[src/rtl/spi_flash_pkg.sv]
// spi_flash_pkg: opcodes, FSM state encoding, mode codes and decode helpers
// shared by the SPI flash bridge.
package spi_flash_pkg;

   localparam logic [7:0] OP_READ = 8'h03;
   localparam logic [7:0] OP_FAST = 8'h0B;
   localparam logic [7:0] OP_DOR  = 8'h3B;
   localparam logic [7:0] OP_QOR  = 8'h6B;

   localparam logic [1:0] MODE_IDLE   = 2'd0;
   localparam logic [1:0] MODE_SINGLE = 2'd1;
   localparam logic [1:0] MODE_DUAL   = 2'd2;
   localparam logic [1:0] MODE_QUAD   = 2'd3;

   typedef enum logic [2:0] {
      ST_IDLE, ST_CMD, ST_PASS, ST_SINGLE,
      ST_DUAL_WAIT, ST_DUAL_OUT, ST_QUAD_WAIT, ST_QUAD_OUT
   } state_t;

   function automatic state_t decode(input logic [7:0] op, input logic quad_en);
      return (op == OP_READ || op == OP_FAST) ? ST_SINGLE :
             (op == OP_DOR)                   ? ST_DUAL_WAIT :
             (op == OP_QOR && quad_en)        ? ST_QUAD_WAIT : ST_PASS;
   endfunction

   function automatic logic [1:0] mode_of(input state_t s);
      return (s == ST_SINGLE)                          ? MODE_SINGLE :
             (s == ST_DUAL_WAIT || s == ST_DUAL_OUT)   ? MODE_DUAL :
             (s == ST_QUAD_WAIT || s == ST_QUAD_OUT)   ? MODE_QUAD : MODE_IDLE;
   endfunction

endpackage

[src/rtl/spi_sync.sv]
// spi_sync: STAGES-deep single-bit synchroniser with asynchronous active-low
// reset to a configurable level.
module spi_sync #(
   parameter int   STAGES  = 3,
   parameter logic RST_VAL = 1'b0
) (
   input  logic clk,
   input  logic rst_n,
   input  logic d,
   output logic q
);
   logic [STAGES-1:0] ff;
   always_ff @(posedge clk or negedge rst_n)
      if (!rst_n) ff <= {STAGES{RST_VAL}};
      else        ff <= {ff[STAGES-2:0], d};
   assign q = ff[STAGES-1];
endmodule

[src/rtl/spi_flash_bridge.sv]
// spi_flash_bridge: SPI host-to-flash pass-through that snoops the opcode,
// forces IO0 at a set edge and turns IO lines around for dual/quad reads.
module spi_flash_bridge
   import spi_flash_pkg::*;
#(
   parameter int SYNC_STAGES = 3,
   parameter int CNT_W       = 8,
   parameter int FORCE_EDGE  = 13,
   parameter int DUAL_TURN   = 38,
   parameter int QUAD_TURN   = 38,
   parameter int QUAD_EN     = 1
) (
   input  logic       clk,
   input  logic       rst_n,
   input  logic       cson,
   input  logic       sclk,
   input  logic [3:0] io_i,
   output logic [3:0] io_o,
   output logic [3:0] io_oe,
   output logic       flash_cs_n,
   output logic       flash_sclk,
   input  logic [3:0] flash_io_i,
   output logic [3:0] flash_io_o,
   output logic [3:0] flash_io_oe,
   output logic [7:0] cmd,
   output logic       cmd_valid,
   output logic [1:0] mode
);
   logic                   cs_s, sclk_s, io0_s, cs_q, sclk_q, armed, at8, force_on;
   logic                   rise, fall, active;
   logic [SYNC_STAGES-1:0] live;
   logic [CNT_W-1:0]       cnt;
   logic [7:0]             sr;
   state_t                 state, state_nx;

   spi_sync #(.STAGES(SYNC_STAGES), .RST_VAL(1'b1)) u_cs   (.clk, .rst_n, .d(cson),    .q(cs_s));
   spi_sync #(.STAGES(SYNC_STAGES), .RST_VAL(1'b1)) u_sclk (.clk, .rst_n, .d(sclk),    .q(sclk_s));
   spi_sync #(.STAGES(SYNC_STAGES), .RST_VAL(1'b0)) u_io0  (.clk, .rst_n, .d(io_i[0]), .q(io0_s));

   // a frame already in flight at reset release is ignored until cson has been seen high
   assign rise   = ~sclk_q & sclk_s;
   assign fall   = armed & cs_q & ~cs_s;
   assign active = (state != ST_IDLE) | fall;

   always_ff @(posedge clk or negedge rst_n)
      if (!rst_n) begin
         {cs_q, sclk_q} <= 2'b11;
         live      <= '0;
         armed     <= 1'b0;
         state     <= ST_IDLE;
         cnt       <= '0;
         sr        <= '0;
         cmd       <= '0;
         cmd_valid <= 1'b0;
         at8       <= 1'b0;
         force_on  <= 1'b0;
      end else begin
         cs_q      <= cs_s;
         sclk_q    <= sclk_s;
         live      <= {live[SYNC_STAGES-2:0], 1'b1};
         armed     <= armed | (live[SYNC_STAGES-1] & cs_s);
         state     <= state_nx;
         at8       <= cnt == CNT_W'(8);
         cmd_valid <= ~cs_s & (cnt == CNT_W'(8)) & ~at8;
         force_on  <= ~cs_s & (cnt == CNT_W'(FORCE_EDGE)) &
                      (state == ST_SINGLE || state == ST_DUAL_WAIT || state == ST_QUAD_WAIT);
         if (cs_s) begin
            cnt <= '0;
            sr  <= '0;
            cmd <= '0;
         end else begin
            if (rise && active) begin
               cnt <= (&cnt) ? cnt : cnt + 1'b1;
               sr  <= {sr[6:0], io0_s};
            end
            if (cnt == CNT_W'(8) && !at8) cmd <= sr;
         end
      end

   always_comb begin
      state_nx = state;
      if (cs_s) state_nx = ST_IDLE;
      else
         case (state)
            ST_IDLE:      state_nx = fall ? ST_CMD : ST_IDLE;
            ST_CMD:       state_nx = (cnt == CNT_W'(8)) ? decode(sr, QUAD_EN != 0) : ST_CMD;
            ST_DUAL_WAIT: state_nx = (cnt >= CNT_W'(DUAL_TURN)) ? ST_DUAL_OUT : ST_DUAL_WAIT;
            ST_QUAD_WAIT: state_nx = (cnt >= CNT_W'(QUAD_TURN)) ? ST_QUAD_OUT : ST_QUAD_WAIT;
            default:      state_nx = state;
         endcase
   end

   assign flash_cs_n  = cson;
   assign flash_sclk  = sclk;
   assign mode        = mode_of(state);
   assign flash_io_o  = {(state == ST_QUAD_WAIT) ? io_i[3:2] : 2'b11, io_i[1], force_on | io_i[0]};
   assign flash_io_oe = (state == ST_DUAL_OUT) ? 4'b1100 : (state == ST_QUAD_OUT) ? 4'b0000 : 4'b1101;
   assign io_oe       = (state == ST_DUAL_OUT) ? 4'b0011 : (state == ST_QUAD_OUT) ? 4'b1111 : 4'b0010;
   assign io_o        = (state == ST_DUAL_OUT) ? {2'b00, flash_io_i[1:0]} :
                        (state == ST_QUAD_OUT) ? flash_io_i : {2'b00, flash_io_i[1], 1'b0};
endmodule

[config.mk]
export PLATFORM = sky130hd
export DESIGN_NAME = spi_flash_bridge
export DESIGN_NICKNAME = d
export VERILOG_FILES = /design/src/rtl/spi_flash_pkg.sv /design/src/rtl/spi_sync.sv /design/src/rtl/spi_flash_bridge.sv
export SDC_FILE = /design/constraint.sdc
export NUM_CORES = 1
export LEC_CHECK = 0
export CORE_ASPECT_RATIO = 1.2
export CORE_UTILIZATION = 45
export CTS_BUF_LIST = sky130_fd_sc_hd__clkbuf_8 sky130_fd_sc_hd__clkbuf_16
export CTS_CLUSTER_SIZE = 24
export DETAILED_ROUTE_END_ITERATION = 8
export PLACE_DENSITY = 0.76
export SYNTH_ARGS = -nofsm -noshare
export SYNTH_HDL_FRONTEND = slang
export SYNTH_SLANG_ARGS = --single-unit
[constraint.sdc]
create_clock -name clk -period 2.3 [get_ports clk]
set_input_delay 0.345 -clock clk [delete_from_list [all_inputs] [get_ports clk]]
set_output_delay 0.345 -clock clk [all_outputs]
set_load 0.02 [all_outputs]
==> impl_metrics.yaml <==
outcome:
  status: "finished, final reports clean"
logic_synthesis:
  avgSynthCellArea_sq_um: 10.9
  synth_edf_count: 0
  syn-cell-area_sq_um: 2070
  synth_warnings: 0
  synth-seq-area-share_pct: 54.9
  synth-async-reset-ratio_pct: 100
  synthCells: 189
  synth-seq-cells: 45
  synthFlopType: "dfrtp_1"
  synth_cell_types: 48
floorplanning:
  ios: 41
  die_w_um: 63.9
  die_h_um: 76.3
  die_area_sq_um: 4870
  initial_core_util_pct: 47.8
  rows: 26
  core_sq_um: 4330
hold_path:
  hp-class: "input pin to async pin"
placement:
  portBuffers: 34
  gp_congestion: 0.770
  hpwlAfterDp_mm: 2.78
timing:
  fmax_mhz: 462
  tns_ps: 0
  max_slew_margin_pct: 59.8
  tightest_slew_ps: 603
  final-hold-violation-count: 0
  setup_viol: 0
  fin_skew_ps: 6.89
  rsz0062_at_grt: "false"
  min_period_ps: 2170
  slew_viol_final: 0
  finalCritPeriodShare_pct: 94.2
clock_tree:
  cts_tree: "done"
  clkLatencyLatePin_ps: 290
  cts-root-buf: "clkbuf_8"
  clkTransAtPathRegs_ps: 80
  cts_sinks: 45
  clockBufferDepth: 2
  cts.htree.levels: 2
  cts_buffers: 5
  post_cts_buffers: 0
setup_path:
  cp_num_cells: 3
  cpMaxStageDelayCell: "clkdlybuf4s50_1"
  cpPeakStageDelay_ps: 600
  worstPathCellList: "and3_1, and2_1, clkdlybuf4s50_1"
  critPathArrivalTime_ps: 1820
  critical-path-top-delay-family: "buffers and inverters"
  crit_path_start_kind: "register"
  end_kind: "output pin"
  critPathRequiredTime_ps: 1960
  cp_max_fo: 7
  reg2reg_depth: 4
  path_buf_inv: 1
  criticalPathCategory: "register to output pin"
drt:
  wl_per_cell_um: 14.1
  route.vias.total: 1512
  ant_nets: 0
  drc_errors: 0
  drt_iter0_drc: 108
  dr.pass1.iters: 4
  routed_wl_mm: 3.90
  via_per_inst: 5.48
global_routing:
  grtUsageTotal_pct: 18.2
  first_global_vias: 1529
  antenna_found_initial: 0
  grt_pass1_wl_mm: 6.91
  grt_max_degree: 46
  grt_overflow: 0
cells_and_area:
  syn_to_final_growth_pct: 20.6
  antenna_cells: 0
  nNetsFinal: 235
  nFillCells: 361
  final_layout_size_suffix_gt1_share_pct: 14.5
flow_run:
  maxCapViolCount: 0
pwr:
  power_mw: 1.36
  leakagePower_nw: 1.04
  vdd_drop_max_v: 0.000368
  p_per_area_nw_per_um2: 545
[power breakdown]
group / internal (mW) / switching [mW] / leakage [nW]
clock network: 0.206 / 0.246 / 0.0491
registers: 0.812 / 0.0140 / 0.579
logic: 0.0340 / 0.0480 / 0.414
[cell usage after synthesis, drive strengths merged, types with 2 or more instances]
cell type / number / area (sq um)
a21oi: 15 / 75.1
a22o: 10 / 87.6
and2: 2 / 12.5
and3: 3 / 18.8
and3b: 2 / 17.5
and4: 2 / 17.5
buf: 13 / 96.3
clkbuf: 6 / 22.5
conb: 2 / 7.51
dfrtp: 37 / 926
dfstp: 8 / 210
ha: 4 / 50.1
inv: 7 / 26.3
mux2: 3 / 33.8
nand2: 21 / 78.8
nand3b: 2 / 15.0
nand4: 6 / 37.5
nor2: 7 / 26.3
nor2b: 5 / 31.3
nor3: 5 / 36.3
nor4: 2 / 12.5
o21ai: 2 / 10.0
o22ai: 2 / 12.5
o31ai: 2 / 15.0
or4: 3 / 26.3
[per-stage QoR]
step                      hold WS (ps)  cell area, sq um  setup slack [ps]  utilization, %  std cells
after global placement             334              2410               362            55.8        268
final                              116              2500               134            57.7        276
after global routing               155              2500              28.1            57.7        276
after floorplan                   49.4              2070               506               -        190
after CTS                          127              2490              47.5            57.7        276
after detailed placement           338              2410               325            55.8        268
[sequential cells by signal, indices dropped and copies added (netlist names), 3 cells and up]
signal / flops
u_sclk.ff: 3
cnt: 8
cmd: 8
u_cs.ff: 3
state: 3
live: 3
sr: 8
u_io0.ff: 3
[kinds of logic after synthesis]
logic type | Yosys count | share of synthesized area [%]
adders and majority gates | 4 | 2.42
and+or+nand+nor | 67 | 18.6
xor gates and xnor gates | 1 | 0.423
muxes | 3 | 1.63
buffers and inverters | 26 | 7.01
other | 2 | 0.363
AOI/OAI and AO/OA | 41 | 14.7
DFF | 45 | 54.9
[layout by cell type, fill, tap and decap left out, types with 4 or more instances in the layout]
master           instances
dfrtp_1                 36
clkdlybuf4s50_1         33
nand2_1                 21
a21oi_1                 15
a22o_1                  10
inv_1                    8
dfstp_2                  8
nor2_1                   7
buf_4                    7
nand4_1                  6
nor2b_1                  5
clkbuf_8                 5
nor3_1                   4
ha_1                     4
[area by class of cell]
| class | instances | area, sq um | area share (%) |
|---|---|---|---|
| Multi-Input combinational cell | 119 | 792 | 31.7 |
| Clock buffer | 5 | 68.8 | 2.76 |
| Clock inverter | 3 | 13.8 | 0.551 |
| Inverter | 7 | 26.3 | 1.05 |
| Tap cell | 56 | 70.1 | 2.81 |
| Sequential cell | 45 | 1140 | 45.6 |
| Timing Repair Buffer | 41 | 388 | 15.5 |
[what timing repair did]
action / 4_1_cts / 5_1_grt
gates resized for setup: 0 / 1
hold buffers: 0 / 0
setup endpoints to repair: 0 / 2
hold endpoints to repair: 0 / 0
[routing by layer]
metal	vias up	share of wire, %	GRT usage, %
li1	725	-	-
met1	742	45	23.4
met2	39	49	28.5
met3	6	3.8	5.39
met4	0	1.5	7.50
met5	-	0	0
[worst register-to-register path, cell delays in order, from the launching register on]
cell,delay (ps)
dfstp_2,680
and4b_4,260
a2111o_1,440
or4_1,420
a21oi_1,160
[path summary, 6_finish.rpt]
kind | startpoint | to | slack (ps)
min | rst_n | force_on$_DFF_PN0_ | 120
max in group asynchronous | rst_n | state[0]$_DFFE_PN0P_ | 1800
min in group clk | u_io0.ff[0]$_DFF_PN0_ | u_io0.ff[1]$_DFF_PN0_ | 350
max | state[1]$_DFFE_PN0P_ | io_o[3] | 130
max reg2reg | u_cs.ff[2]$_DFF_PN1_ | cnt[7]$_DFFE_PN0P_ | 270
min reg2reg | u_io0.ff[0]$_DFF_PN0_ | u_io0.ff[1]$_DFF_PN0_ | 350
Note: power is estimated with default switching activity, not from simulation.
